===== config.mk =====
export PLATFORM = sky130hd
export DESIGN_NAME = seq_divider_flat
export DESIGN_NICKNAME = d
export VERILOG_FILES = /design/src/rtl/seq_divider_if.sv /design/src/rtl/seq_divider.sv /design/src/flat_wrapper.sv
export SDC_FILE = /design/constraint.sdc
export NUM_CORES = 1
export LEC_CHECK = 0
export BUFFER_PORTS_ARGS = -buffer_cell sky130_fd_sc_hd__buf_2
export CORE_MARGIN = 1
export CORE_UTILIZATION = 52
export DETAILED_ROUTE_END_ITERATION = 16
export PLACE_DENSITY = 0.84
export SLEW_MARGIN = 40
export SYNTH_ARGS = -nofsm -noshare
export SYNTH_HDL_FRONTEND = slang
export SYNTH_SLANG_ARGS = --single-unit

===== constraint.sdc =====
create_clock -name clock -period 4.5 [get_ports clock]
set_input_delay 0.225 -clock clock [delete_from_list [all_inputs] [get_ports clock]]
set_output_delay 0.225 -clock clock [all_outputs]
set_load 0.01 [all_outputs]

===== src/rtl/seq_divider_if.sv =====
// Operand/result handshake bundle for seq_divider.
// master drives operands and out_ready; slave is the divider.
interface seq_divider_if #(
  parameter int WIDTH = 8
);
  logic             in_valid;
  logic             in_ready;
  logic             is_signed;
  logic [WIDTH-1:0] dividend;
  logic [WIDTH-1:0] divisor;
  logic             out_valid;
  logic             out_ready;
  logic [WIDTH-1:0] quotient;
  logic [WIDTH-1:0] remainder;
  logic             div_by_zero;
  logic             overflow;

  modport master (
    output in_valid, is_signed, dividend, divisor, out_ready,
    input  in_ready, out_valid, quotient, remainder, div_by_zero, overflow
  );

  modport slave (
    input  in_valid, is_signed, dividend, divisor, out_ready,
    output in_ready, out_valid, quotient, remainder, div_by_zero, overflow
  );
endinterface


===== src/rtl/seq_divider.sv =====
// Radix-2 restoring divider, one quotient bit per clock, signed or unsigned
// per operation, with valid/ready on both sides.
//
// state | meaning
// IDLE  | in_ready high, waiting for operands
// ITER  | WIDTH shift/subtract steps, counter runs down to 1
// FIX   | sign correction (or zero-divisor result), outputs registered
// DONE  | result held with out_valid until out_ready
module seq_divider #(
  parameter int WIDTH = 8,
  parameter int CNT_W = $clog2(WIDTH + 1)
) (
  input logic       clock,
  input logic       reset,
  seq_divider_if.slave bus
);
  typedef enum logic [1:0] {IDLE, ITER, FIX, DONE} state_t;

  state_t           state;
  logic [CNT_W-1:0] cnt;
  logic [WIDTH:0]   rem;
  logic [WIDTH-1:0] q;
  logic [WIDTH-1:0] dvs;
  logic             sign_q;
  logic             sign_r;
  logic             zero_div;
  logic             ovf_pend;

  logic             in_ready_r;
  logic             out_valid_r;
  logic [WIDTH-1:0] quotient_r;
  logic [WIDTH-1:0] remainder_r;
  logic             dbz_r;
  logic             ovf_r;

  logic [WIDTH:0]   shifted;
  logic [WIDTH:0]   trial;
  logic             unused_rem_msb;

  function automatic logic [WIDTH-1:0] mag(input logic [WIDTH-1:0] v, input logic sgn);
    return (sgn && v[WIDTH-1]) ? -v : v;
  endfunction

  // The partial remainder never reaches the top bit once stored, so the shift drops it.
  assign shifted        = {rem[WIDTH-1:0], q[WIDTH-1]};
  assign trial          = shifted - {1'b0, dvs};
  assign unused_rem_msb = rem[WIDTH];

  always_ff @(posedge clock) begin
    if (reset) begin
      state       <= IDLE;
      cnt         <= '0;
      rem         <= '0;
      q           <= '0;
      dvs         <= '0;
      sign_q      <= 1'b0;
      sign_r      <= 1'b0;
      zero_div    <= 1'b0;
      ovf_pend    <= 1'b0;
      in_ready_r  <= 1'b1;
      out_valid_r <= 1'b0;
      quotient_r  <= '0;
      remainder_r <= '0;
      dbz_r       <= 1'b0;
      ovf_r       <= 1'b0;
    end else begin
      case (state)
        IDLE: begin
          if (bus.in_valid) begin
            in_ready_r <= 1'b0;
            rem        <= '0;
            dvs        <= mag(bus.divisor, bus.is_signed);
            sign_q     <= bus.is_signed & (bus.dividend[WIDTH-1] ^ bus.divisor[WIDTH-1]);
            sign_r     <= bus.is_signed & bus.dividend[WIDTH-1];
            ovf_pend   <= bus.is_signed && (bus.dividend == {1'b1, {(WIDTH-1){1'b0}}})
                          && (bus.divisor == '1);
            if (bus.divisor == '0) begin
              // q carries the raw dividend through to the remainder output.
              zero_div <= 1'b1;
              q        <= bus.dividend;
              cnt      <= '0;
              state    <= FIX;
            end else begin
              zero_div <= 1'b0;
              q        <= mag(bus.dividend, bus.is_signed);
              cnt      <= CNT_W'(WIDTH);
              state    <= ITER;
            end
          end
        end
        ITER: begin
          if (!trial[WIDTH]) rem <= trial;
          else               rem <= shifted;
          q   <= {q[WIDTH-2:0], ~trial[WIDTH]};
          cnt <= cnt - 1'b1;
          if (cnt == CNT_W'(1)) state <= FIX;
        end
        FIX: begin
          if (zero_div) begin
            quotient_r  <= '1;
            remainder_r <= q;
            dbz_r       <= 1'b1;
            ovf_r       <= 1'b0;
          end else begin
            quotient_r  <= sign_q ? -q : q;
            remainder_r <= sign_r ? -rem[WIDTH-1:0] : rem[WIDTH-1:0];
            dbz_r       <= 1'b0;
            ovf_r       <= ovf_pend;
          end
          out_valid_r <= 1'b1;
          state       <= DONE;
        end
        DONE: begin
          if (bus.out_ready) begin
            out_valid_r <= 1'b0;
            in_ready_r  <= 1'b1;
            state       <= IDLE;
          end
        end
        default: state <= IDLE;
      endcase
    end
  end

  assign bus.in_ready    = in_ready_r;
  assign bus.out_valid   = out_valid_r;
  assign bus.quotient    = quotient_r;
  assign bus.remainder   = remainder_r;
  assign bus.div_by_zero = dbz_r;
  assign bus.overflow    = ovf_r;
endmodule


===== src/flat_wrapper.sv =====
// flat-port wrapper written by rule: the top's interface ports become plain ports
module seq_divider_flat 
#(
  parameter int WIDTH = 8,
  parameter int CNT_W = $clog2(WIDTH + 1)
)
  (clock, reset, bus_in_valid, bus_is_signed, bus_dividend, bus_divisor, bus_out_ready, bus_in_ready, bus_out_valid, bus_quotient, bus_remainder, bus_div_by_zero, bus_overflow);
  seq_divider_if #(.WIDTH(WIDTH)) bus_i ();
  input logic clock;
  input logic reset;
  input wire logic [$bits(bus_i.in_valid)-1:0] bus_in_valid;
  input wire logic [$bits(bus_i.is_signed)-1:0] bus_is_signed;
  input wire logic [$bits(bus_i.dividend)-1:0] bus_dividend;
  input wire logic [$bits(bus_i.divisor)-1:0] bus_divisor;
  input wire logic [$bits(bus_i.out_ready)-1:0] bus_out_ready;
  output wire logic [$bits(bus_i.in_ready)-1:0] bus_in_ready;
  output wire logic [$bits(bus_i.out_valid)-1:0] bus_out_valid;
  output wire logic [$bits(bus_i.quotient)-1:0] bus_quotient;
  output wire logic [$bits(bus_i.remainder)-1:0] bus_remainder;
  output wire logic [$bits(bus_i.div_by_zero)-1:0] bus_div_by_zero;
  output wire logic [$bits(bus_i.overflow)-1:0] bus_overflow;
  assign bus_i.in_valid = bus_in_valid;
  assign bus_i.is_signed = bus_is_signed;
  assign bus_i.dividend = bus_dividend;
  assign bus_i.divisor = bus_divisor;
  assign bus_i.out_ready = bus_out_ready;
  assign bus_in_ready = bus_i.in_ready;
  assign bus_out_valid = bus_i.out_valid;
  assign bus_quotient = bus_i.quotient;
  assign bus_remainder = bus_i.remainder;
  assign bus_div_by_zero = bus_i.div_by_zero;
  assign bus_overflow = bus_i.overflow;
  seq_divider #(.WIDTH(WIDTH), .CNT_W(CNT_W)) u_core (.clock(clock), .reset(reset), .bus(bus_i));
endmodule

==> metrics.txt <==
status complete, no violations; area delta synth->final 9.34%; post-synth net total 445; Worst Tran Pin Value 0.796 ns; CTS tree built; Resized Gates After CTS 0; synthesized cell area 0.00323 sq mm; Leak 1.40 nW; #FFs+latches synth 54; CTS H-tree lvls 2; Final Worst Setup Slack 1.72 ns; core region area 0.00596 sq mm; DRC 0; Overflow after GRT 0; routed wire length 7510 um; fin crit share 61.9%; fin. max-slew vios 0; Peak VDD IR 0.377 mV; IO Port Bufs 40; TritonRoute pass-1 iters 4; Post-CTS Setup Bufs 0; slowest cell delay on critical path 0.61 ns; asr flop ratio synth 0%; CP Capture Type flop; Initial Utilization 54.2%; routability cong. 0.860; number of synthesized flops with an enable pin 0; Post-Syn Instances 404; Antenna diodes 0; Total GRT Usage 23.6%; FP Rows 28; Via Count 2,964; count of unique library cells instantiated by Yosys 53; fmax 359 MHz; critical path cell sequence inv_1 > ha_1 > fa_1 > nand2b_1 > a211oi_2 > mux2i_1 > a2111o_1 > mux2i_1 > a22o_2; Max Used Layer met4; root buffer cell clkbuf_8; metal1 wirelength 3330 um; CP max stage cell a2111o_1; routed vias/inst 5.87; worst path arrival time 2.99 ns; wire length per cell 14.9 um; DR WL met2 3600 um; setup TNS 0 ns; clk slew on worst S/H paths 0.10 ns; worst-path maximum fanout 11; critical path class reg -> reg; Num CTS Buffers 5; pwr dens 552 mW/mm^2; Worst Path Required 4.71 ns; dpl ws 1.76 ns; post-route ant nets 0; fill count 561; TritonCTS Sinks 54; worst clock skew 0.00777 ns; number of global-route vias before repair 2,613; Max-Cap Viols 0; I/O pins 41; initial drt markers 180; reg2reg path depth 9; FF+latch area 0.00108 sq mm; Slew headroom 46.5%; crit-path most repeated cell mux2i_1; RSZ-0062 raised after global routing no; worst hold stages 3; share of layout cells above drive strength 1 13.0%; Final Hold Viols 0; fin nets 470; area occupied by multi-input gates 0.00197 sq mm; DPL Wire Length 5520 um; largest net degree at the start of global routing 51; clock buffer depth 2; Worst setup SP type flop; first-pass GRT wire length 12,000 um; Die Width 80.8 um; Hold Buf Count CTS 0; Hold Crit Class in -> reg; initial antenna violation count 0; mean post-synth cell area 7.99 sq um; Tmin final 2.78 ns; post-synthesis sequential area ratio 33.5%; final setup fails 0; Worst-Skew Late Latency 0.31 ns; Die ar. 0.00653 sq mm; Top FF cell, synth dfxtp_1; Met3 Routed Length 475 um; Yosys warning total 0; Die Y 80.8 um
-- state kept, by name, summed over array words and instances (netlist names) --
name / count
u_core.sign_r: 1
u_core.bus.quotient: 8
u_core.bus.overflow: 1
u_core.bus.remainder: 8
u_core.rem: 8
u_core.q: 8
u_core.cnt: 4
u_core.ovf_pend: 1
u_core.sign_q: 1
u_core.dvs: 8
u_core.bus.out_valid: 1
u_core.zero_div: 1
u_core.bus.div_by_zero: 1
u_core.state: 2
u_core.bus.in_ready: 1
-- critical path, delay by kind of cell (launching register included) --
family,cells,cell delay [ns]
muxes,2,0.30
buffers and inverters,1,0.09
adders and majority gates,2,0.61
DFF,1,0.37
and+or+nand+nor,1,0.22
AOI/OAI and AO/OA,3,1.08
-- area by class of cell --
type                            instances  area share, %
Timing Repair Buffer                   41           5.96
Clock buffer                            7           2.45
Multi-Input combinational cell        304           55.7
Clock inverter                          1          0.142
Sequential cell                        54           30.6
Tap cell                               75           2.66
Inverter                               23           2.45
-- layer usage --
| layer | track usage, % | up-vias |
|---|---|---|
| met5 | 0 | - |
| met4 | 6.96 | 0 |
| met3 | 4.72 | 11 |
| met2 | 39.2 | 82 |
| met1 | 30.9 | 1404 |
| li1 | - | 1467 |
-- cells in the final DEF (no fill, tap or decap), types with 5 or more instances in the layout --
master,netlist,layout
dfxtp_1,54,54
nor2_1,49,49
nand2_1,42,42
buf_2,0,39
a21oi_1,25,25
inv_1,23,23
o21ai_0,21,20
ha_1,19,19
xnor2_1,18,18
mux2i_1,16,16
nand2b_1,12,12
o22ai_1,12,12
nor3_1,9,9
xor2_1,7,7
nand3_1,6,6
a211oi_1,6,6
a22oi_1,6,6
clkbuf_8,0,6
o31ai_1,5,5
or3_1,5,5
-- through the flow --
stage          util (%)  power, mW  instance area (sq um)  hold slack (ns)  cells
6_report           59.3       1.95                   3530            0.229    505
5_1_grt            59.3       2.10                   3530            0.231    505
4_1_cts            59.2       1.94                   3530            0.231    505
3_5_place_dp       57.7       1.66                   3440            0.460    497
3_3_place_gp       57.7       1.62                   3440            0.450    497
2_1_floorplan         -       1.46                   3230            0.361    404
-- cells by family (layout without fill, tap and decap cells) --
logic type | count (synthesis) | in the layout | synth area share (%)
AO/OA/AOI/OAI | 104 | 104 | 21.4
adder cells (fa/ha/maj) | 20 | 20 | 7.98
XOR/XNOR | 25 | 25 | 6.78
AND/OR/NAND/NOR | 138 | 138 | 19.5
buffers and inverters | 46 | 72 | 5.58
multiplexers | 17 | 17 | 5.31
flip-flops | 54 | 54 | 33.5
-- power by group --
group	switching, mW	total (mW)	internal [mW]
clock network	0.158	0.283	0.125
logic	0.563	0.971	0.408
registers	0.107	0.695	0.588
-- cell usage after synthesis, drive strengths merged, types with 4 or more instances --
cell type / number / share of area [%]
o31ai: 5 / 1.2
or3: 5 / 0.97
a21oi: 25 / 3.9
a311oi: 4 / 1.1
a22oi: 6 / 1.4
nor3: 9 / 1.4
nand2b: 12 / 2.3
o21ai: 22 / 3.5
inv: 23 / 2.7
a211oi: 7 / 1.8
nor2: 49 / 5.7
dfxtp: 54 / 33
o22ai: 12 / 2.3
nand3: 6 / 0.93
nand2: 42 / 4.9
xor2: 7 / 1.9
clkbuf: 20 / 2.3
mux2i: 16 / 5.0
ha: 19 / 7.4
xnor2: 18 / 4.9
-- final timing paths --
path	end	slack, ns	startpoint
worst max-delay path	u_core.rem[1]	1.72	u_core.q[7]
worst min-delay path	u_core.q[3]	0.23	bus_dividend[3]
worst max register to register	u_core.rem[1]	1.72	u_core.q[7]
worst min register to register	u_core.bus.overflow	0.47	u_core.bus.overflow
Power figures use the tool's default switching activity.
